<file path="src/rtl/alu_scheduler.sv">
// alu_scheduler: round-robin arbiter that time-shares one ALU between two
// requesters. A job is accepted in IDLE, the ALU is loaded for one cycle,
// the scheduler waits ALU_LAT cycles for the result, then strobes it back
// to the owning requester in DONE. Illegal op 7 skips the ALU entirely.
module alu_scheduler #(
  parameter int WIDTH   = 8,
  parameter int ALU_LAT = 2
) (
  input  logic             clk,
  input  logic             rst,
  input  logic             req0_valid,
  output logic             req0_ready,
  input  logic [2:0]       req0_op,
  input  logic [WIDTH-1:0] req0_a,
  input  logic [WIDTH-1:0] req0_b,
  input  logic             req1_valid,
  output logic             req1_ready,
  input  logic [2:0]       req1_op,
  input  logic [WIDTH-1:0] req1_a,
  input  logic [WIDTH-1:0] req1_b,
  output logic             resp0_valid,
  output logic             resp1_valid,
  output logic [WIDTH-1:0] resp_data,
  output logic             resp_err,
  output logic             alu_on,
  output logic [2:0]       alu_in_sel,
  output logic [WIDTH-1:0] alu_num1,
  output logic [WIDTH-1:0] alu_num2,
  output logic [6:0]       alu_out_sel,
  input  logic [WIDTH-1:0] alu_out,
  output logic             busy,
  output logic [1:0]       state
);

  typedef enum logic [1:0] {
    S_IDLE = 2'b00,
    S_LOAD = 2'b01,
    S_WAIT = 2'b10,
    S_DONE = 2'b11
  } state_t;

  localparam logic [3:0] CNT_INIT  = 4'(ALU_LAT - 1);
  localparam logic [2:0] OP_ILLEGAL = 3'd7;
  localparam logic [2:0] SEL_RESET   = 3'b000;
  localparam logic [2:0] SEL_LOAD    = 3'b010;
  localparam logic [2:0] SEL_PERSIST = 3'b100;

  state_t           state_q, state_d;
  logic [3:0]       cnt_q, cnt_d;
  logic             owner_q, owner_d;
  logic             last_grant_q, last_grant_d;
  logic             busy_q, busy_d;
  logic             resp0_valid_q, resp0_valid_d;
  logic             resp1_valid_q, resp1_valid_d;
  logic             resp_err_q, resp_err_d;
  logic [WIDTH-1:0] resp_data_q, resp_data_d;
  logic             alu_on_q, alu_on_d;
  logic [2:0]       alu_in_sel_q, alu_in_sel_d;
  logic [WIDTH-1:0] alu_num1_q, alu_num1_d;
  logic [WIDTH-1:0] alu_num2_q, alu_num2_d;
  logic [6:0]       alu_out_sel_q, alu_out_sel_d;

  logic             pick0, pick1, accept, win_owner;
  logic [2:0]       win_op;
  logic [WIDTH-1:0] win_a, win_b;

  // Arbitration: a lone requester wins; on contention the one not granted last wins.
  always_comb begin
    pick0      = req0_valid & (~req1_valid | last_grant_q);
    pick1      = req1_valid & (~req0_valid | ~last_grant_q);
    req0_ready = rst & (state_q == S_IDLE) & pick0;
    req1_ready = rst & (state_q == S_IDLE) & pick1;
    accept     = req0_ready | req1_ready;
    win_owner  = req1_ready;
    win_op     = req1_ready ? req1_op : req0_op;
    win_a      = req1_ready ? req1_a  : req0_a;
    win_b      = req1_ready ? req1_b  : req0_b;
  end

  // State register plus wait counter.
  always_ff @(posedge clk or negedge rst) begin
    if (!rst) begin
      state_q <= S_IDLE;
      cnt_q   <= '0;
    end else begin
      state_q <= state_d;
      cnt_q   <= cnt_d;
    end
  end

  // Next-state logic; the counter reaching zero in WAIT marks the result edge.
  always_comb begin
    state_d = state_q;
    cnt_d   = cnt_q;
    case (state_q)
      S_IDLE: if (accept) state_d = (win_op == OP_ILLEGAL) ? S_DONE : S_LOAD;
      S_LOAD: begin
        state_d = S_WAIT;
        cnt_d   = CNT_INIT;
      end
      S_WAIT: begin
        if (cnt_q == 4'd0) state_d = S_DONE;
        else               cnt_d   = cnt_q - 4'd1;
      end
      default: state_d = S_IDLE;
    endcase
  end

  // Output logic: next values for every registered output, keyed on the transition taken.
  always_comb begin
    owner_d       = owner_q;
    last_grant_d  = last_grant_q;
    resp0_valid_d = 1'b0;
    resp1_valid_d = 1'b0;
    resp_err_d    = 1'b0;
    resp_data_d   = resp_data_q;
    alu_on_d      = alu_on_q;
    alu_in_sel_d  = alu_in_sel_q;
    alu_num1_d    = alu_num1_q;
    alu_num2_d    = alu_num2_q;
    alu_out_sel_d = alu_out_sel_q;
    busy_d        = (state_d != S_IDLE);
    case (state_q)
      S_IDLE: begin
        if (accept) begin
          owner_d = win_owner;
          if (win_op == OP_ILLEGAL) begin
            // Illegal op never touches the ALU; answer straight away with an error.
            resp0_valid_d = ~win_owner;
            resp1_valid_d = win_owner;
            resp_err_d    = 1'b1;
            resp_data_d   = '0;
          end else begin
            alu_on_d      = 1'b1;
            alu_in_sel_d  = SEL_LOAD;
            alu_num1_d    = win_a;
            alu_num2_d    = win_b;
            alu_out_sel_d = 7'b1000000 >> win_op;
          end
        end
      end
      S_LOAD: alu_in_sel_d = SEL_PERSIST;
      S_WAIT: begin
        if (cnt_q == 4'd0) begin
          resp_data_d   = alu_out;
          resp0_valid_d = ~owner_q;
          resp1_valid_d = owner_q;
          alu_on_d      = 1'b0;
          alu_in_sel_d  = SEL_RESET;
          alu_out_sel_d = '0;
        end
      end
      default: last_grant_d = owner_q;
    endcase
  end

  // Registered outputs and job bookkeeping; reset discards any in-flight job.
  always_ff @(posedge clk or negedge rst) begin
    if (!rst) begin
      owner_q       <= 1'b0;
      last_grant_q  <= 1'b1;
      busy_q        <= 1'b0;
      resp0_valid_q <= 1'b0;
      resp1_valid_q <= 1'b0;
      resp_err_q    <= 1'b0;
      resp_data_q   <= '0;
      alu_on_q      <= 1'b0;
      alu_in_sel_q  <= SEL_RESET;
      alu_num1_q    <= '0;
      alu_num2_q    <= '0;
      alu_out_sel_q <= '0;
    end else begin
      owner_q       <= owner_d;
      last_grant_q  <= last_grant_d;
      busy_q        <= busy_d;
      resp0_valid_q <= resp0_valid_d;
      resp1_valid_q <= resp1_valid_d;
      resp_err_q    <= resp_err_d;
      resp_data_q   <= resp_data_d;
      alu_on_q      <= alu_on_d;
      alu_in_sel_q  <= alu_in_sel_d;
      alu_num1_q    <= alu_num1_d;
      alu_num2_q    <= alu_num2_d;
      alu_out_sel_q <= alu_out_sel_d;
    end
  end

  assign state       = state_q;
  assign busy        = busy_q;
  assign resp0_valid = resp0_valid_q;
  assign resp1_valid = resp1_valid_q;
  assign resp_err    = resp_err_q;
  assign resp_data   = resp_data_q;
  assign alu_on      = alu_on_q;
  assign alu_in_sel  = alu_in_sel_q;
  assign alu_num1    = alu_num1_q;
  assign alu_num2    = alu_num2_q;
  assign alu_out_sel = alu_out_sel_q;

endmodule

</file>
<file path="config.mk">
export PLATFORM = sky130hd
export DESIGN_NAME = alu_scheduler
export DESIGN_NICKNAME = d
export VERILOG_FILES = /design/src/rtl/alu_scheduler.sv
export SDC_FILE = /design/constraint.sdc
export NUM_CORES = 1
export LEC_CHECK = 0
export BUFFER_PORTS_ARGS = -buffer_cell sky130_fd_sc_hd__buf_2
export CORE_MARGIN = 2
export CORE_UTILIZATION = 52
export DETAILED_ROUTE_END_ITERATION = 16
export PLACE_DENSITY = 0.95
export SYNTH_ARGS = -nofsm -noshare
export SYNTH_HDL_FRONTEND = slang
export SYNTH_SLANG_ARGS = --single-unit
</file>
<file path="constraint.sdc">
create_clock -name clk -period 5.5 [get_ports clk]
set_input_delay 1.375 -clock clk [delete_from_list [all_inputs] [get_ports clk]]
set_output_delay 1.375 -clock clk [all_outputs]
set_load 0.05 [all_outputs]
</file>
# == Word-level counts from Yosys, hierarchy flattened ==
# Index checks and enable logic that the tools add are counted.
# word_totals
regBits,47
inputBits,50
out_inout_bits,43
elab_cells,87
# op_classes
n_addsub,1
n_eq_ne,8
shift,1
mux,36
n_bitwise,14
reduce_logical,13
# op_table
cell,n
$mux 8,5
$mux 7,3
$pmux 8 s2,1
$pmux 7 s2,1
$mux 1,12
$mux 3,4
$reduce_and 4->1,3
$pmux 3 s3,1
$ne 2x2->1 const B,4
$pmux 4 s2,1
$shr 7x3->7 const A,1
$mux 2,3
$not 1->1,6
$pmux 1 s2,3
$pmux 2 s3,1
$reduce_bool 2->1,3
$and 1x1->1,5
$logic_not 4->1,1
$mux 4,1
$reduce_and 2->1,2
$sub 4x1->4 const B,1
$eq 3x3->1 const B,1
$or 1x1->1,3
$reduce_and 3->1,1
other kinds (6),6

# == Logic depth before layout (Yosys ltp) ==
# logic_depth
depth_word,10
depth_mapped,9
ltp_nobuf,8

# == Worst setup path after synthesis ==
# Ideal clock, no wire load.
# synth_path
path_kind,input-to-output
from,input port rst
to,output port req0_ready
arrival_time_ns,2.378
t_required_ns,4.125
path_slack_ns,1.747
stages,3
n_path_buf,0
cell_sequence,and2_1 nand2_1 a21oi_1
# synth_between
elab_chain_cells,2
# synth_lines
item,line_no,source
from (decl),10,"input logic rst,"
$and 1x1->1 (2 in a row),71,req0_ready = rst & (state_q == S_IDLE) & pick0;
to (decl),12,"output logic req0_ready,"
# No other way between the ends.

# == Worst setup path in the final report ==
# layout_path
from,input port rst
to,output port req1_ready
# layout_between
elab_chain_cells,2
# layout_lines
item,line_no,source
$and 1x1->1 (2 in a row),72,req1_ready = rst & (state_q == S_IDLE) & pick1;
to (decl),17,"output logic req1_ready,"
# No other way between the ends.

==> key figures <==
Timing
  • Number of endpoints with negative hold slack in the final report: 0
  • Unrepaired setup endpoints after global routing: false
  • Number of setup violations in the final report: 0
  • Minimum clock period after layout: 3.800 ns
  • Slew Viols, Final: 0
  • Slew at the pin closest to its max-slew limit: 0.7236 ns
  • Clock Skew: 0.004640 ns
  • Max transition margin: 0.5176
  • Worst hold margin: 0.4818 ns
  • Final clock period utilization by the worst path: 0.6910
  • Fmax: 0.2631 GHz
  • Final setup TNS: 0 ns

Drt
  • Length of the first detailed-routing pass in iterations: 5
  • DRC violations left: 0
  • Vias per std cell: 5.462
  • Average wire per cell in the routed design: 14.49 µm
  • Number of violations reported at the end of detailed-routing iteration 0: 179
  • Total Wirelength: 5.522 mm
  • Vias post-DR: 2,081
  • Antenna-violating nets left: 0

Setup path
  • Maximum cell stage delay along the critical path: 0.34 ns
  • Series of cell instances along the critical path: buf_2 -> and2_1 -> nand3_2 -> inv_2 -> buf_2
  • Total stage count of the critical path: 5
  • Logic depth of the worst register-to-register path: 6
  • Maximum fanout along the worst path: 24
  • Required @ worst endpoint: 4.12 ns
  • Reg2Reg Setup Slack: 3.15 ns
  • Crit path top cell by count: buf_2
  • Kind of start point of the critical path: primary input
  • Classification of the worst setup path: in -> out
  • WP buf/inv: 3
  • Slowest stage cell on the critical path: buf_2
  • Crit path capture type: output pin
  • Arrival time at the worst endpoint: 2.43 ns
  • Dominant delay contributor by cell family on the critical path: buffers and inverters

Job
  • Max_cap viols: 0

CTS
  • CTS root buffer: clkbuf_8
  • Max clock buf depth: 2
  • TritonCTS Sinks: 46
  • Total setup buffers inserted after CTS: 0
  • Post-CTS Hold Fix Bufs: 0
  • Clock transition at the registers of the reported paths: 0.08 ns
  • TritonCTS clock tree: built
  • Depth of the CTS H-tree: 2
  • Quantity of gates resized following cts: 0
  • Clock buffer count from CTS: 5
  • Clock insertion delay at the later pin of the skew report: 0.30 ns

Die
  • Initial standard-cell utilization of the core: 0.5329
  • Chip Width: 70.34 µm
  • Core box area: 0.004294 mm²
  • Die outline area: 0.004948 mm²
  • Row count: 24
  • Die boundary height: 70.34 µm
  • Io pins: 93

Synth
  • Share of the synthesized area in the top cell type: 0.4921
  • Compound-Gate Fraction of Synth Area: 0.1968
  • List of most frequent post-synthesis cells: nand2_1, dfrtp_1, nor2_1, a31oi_1, inv_1
  • Adder and majority cell fraction of the synthesized area: 0.03827
  • Register bit total from synthesis: 46
  • Count of flip-flops with a built-in enable after synthesis: 0
  • Post-Syn Nets: 297
  • Most common cell in the netlist: nand2_1
  • Portion of the post-synthesis area used by sequential elements: 0.5036
  • Synth Area in Simple Gates: 0.1853
  • Most area-consuming cells after synthesis: dfrtp_1, nand2_1, a31oi_1
  • Post-synthesis cell area: 0.002288 mm²
  • Count of warnings emitted by yosys: 0
  • Share of flip-flops with an asynchronous set or reset: 1.000
  • Count of cell types in the netlist: 46
  • Number of instances in the synthesized netlist: 240
  • Top_reg_cell synth: dfrtp_1
  • Library cell occupying the most area in the post-synthesis netlist: dfrtp_1
  • Syn_area_per_cell: 9.535 µm²
  • Dominant combinational cell family by area after synthesis: compound AO/OA/AOI/OAI gates
  • Multiplexer share of the synthesized area: 0.01586
  • Xor/xnor share of the synthesized area: 0.003827

Power and ir drop
  • Cell area power density: 687.7 mW/mm²
  • VDD IR-drop max: 0.0003740 V
  • Leakage dissipation: 1.500 nW

GRT
  • Via count of the first global-routing pass: 2,024
  • Total track usage: 0.2315
  • First-pass GRT wire length: 9.225 mm
  • Largest net degree at the start of global routing: 49
  • Final global-route overflow total: 0
  • Number of antenna violations at the first check in global routing: 0

Finish
  • Fraction of final layout cells with drive strength greater than 1: 0.3465
  • Fillers: 327
  • Net count of the finished layout: 385
  • Number of antenna diodes: 0
  • Synth-to-layout area growth: 26.63%

Hold path
  • Worst min-delay path class: reg -> reg
  • Number of cells traversed by the worst hold path: 1

Placed design
  • Port-buffer cells: 91
  • Global placement routability congestion: 0.8067
  • Estimated wirelength of the detail-placed design: 4.078 mm

Outcome
  • Outcome: finished, final reports clean
## where the power goes
group | internal, mW | switching (mW) | total (mW)
sequential | 0.488 | 0.0866 | 0.575
clock | 0.194 | 0.111 | 0.305
combinational | 0.300 | 0.813 | 1.11
total | 0.982 | 1.01 | 1.99
## sequential cells by signal, indices dropped and copies added (netlist names)
name          cells
alu_in_sel        2
alu_num1          8
alu_num2          8
alu_on            1
alu_out_sel       7
busy              1
cnt_q             4
last_grant_q      1
owner_q           1
resp0_valid       1
resp1_valid       1
resp_data         8
resp_err          1
state             2
## layout by cell type, fill, tap and decap left out, types with 3 or more instances in the layout
master / Yosys / final
clkbuf_8: 0 / 6
o21ai_0: 8 / 8
ha_1: 7 / 7
nand2_1: 47 / 47
a21oi_1: 8 / 8
dfrtp_1: 45 / 45
a31oi_1: 16 / 16
buf_2: 4 / 91
and2_1: 3 / 3
o41ai_1: 4 / 4
buf_4: 6 / 3
nand3_1: 3 / 3
nor2_1: 24 / 24
inv_1: 12 / 12
nor3_1: 3 / 3
a22o_1: 9 / 9
## final timing paths
path / end / start
min in group asynchronous: alu_num2[6]$_DFFE_PN0P_ / rst
max in group asynchronous: cnt_q[0]$_DFFE_PN0P_ / rst
setup reg to reg: alu_out_sel[6]$_DFFE_PN0P_ / state[0]$_DFF_PN0_
setup / recovery: req1_ready / rst
hold reg to reg: alu_out_sel[4]$_DFFE_PN0P_ / alu_out_sel[4]$_DFFE_PN0P_
hold / removal: alu_out_sel[4]$_DFFE_PN0P_ / alu_out_sel[4]$_DFFE_PN0P_
## layer usage
| layer | GRT usage | wire length, µm | vias up |
|---|---|---|---|
| met5 | 0 | 0 | - |
| met1 | 0.2986 | 2293 | 979 |
| met3 | 0.03752 | 263 | 14 |
| met2 | 0.3899 | 2834 | 79 |
| met4 | 0.08761 | 131 | 0 |
| li1 | - | - | 1009 |
## area by class of cell
type	instances	area [µm²]	area share
inverter	13	48.80	0.01684
clock buffer	6	82.58	0.02850
tap	52	65.06	0.02245
sequential	46	1152	0.3977
multi-input combinational	168	1011	0.3489
timing repair buffer	94	478.0	0.1649
clock inverter	2	60.06	0.02073
## stage by stage
stage	setup WS (ns)	area, µm²	total power, mW	instances	utilization
final	1.700	2898	1.993	381	0.6748
after global routing	1.621	2898	2.113	381	0.6748
after CTS	1.701	2898	2.001	381	0.6748
after detailed placement	1.710	2755	1.694	373	0.6416
after global placement	1.749	2755	1.655	373	0.6416
after floorplan	1.747	2288	1.446	240	-
## logic make-up after synthesis
family / count (synthesis)
compound gates: 62
xor+xnor: 1
fa+ha+maj: 7
buf+inv: 26
flops: 46
mux: 3
other cells: 1
simple gates: 94
Note: power is estimated with default switching activity, not from simulation.
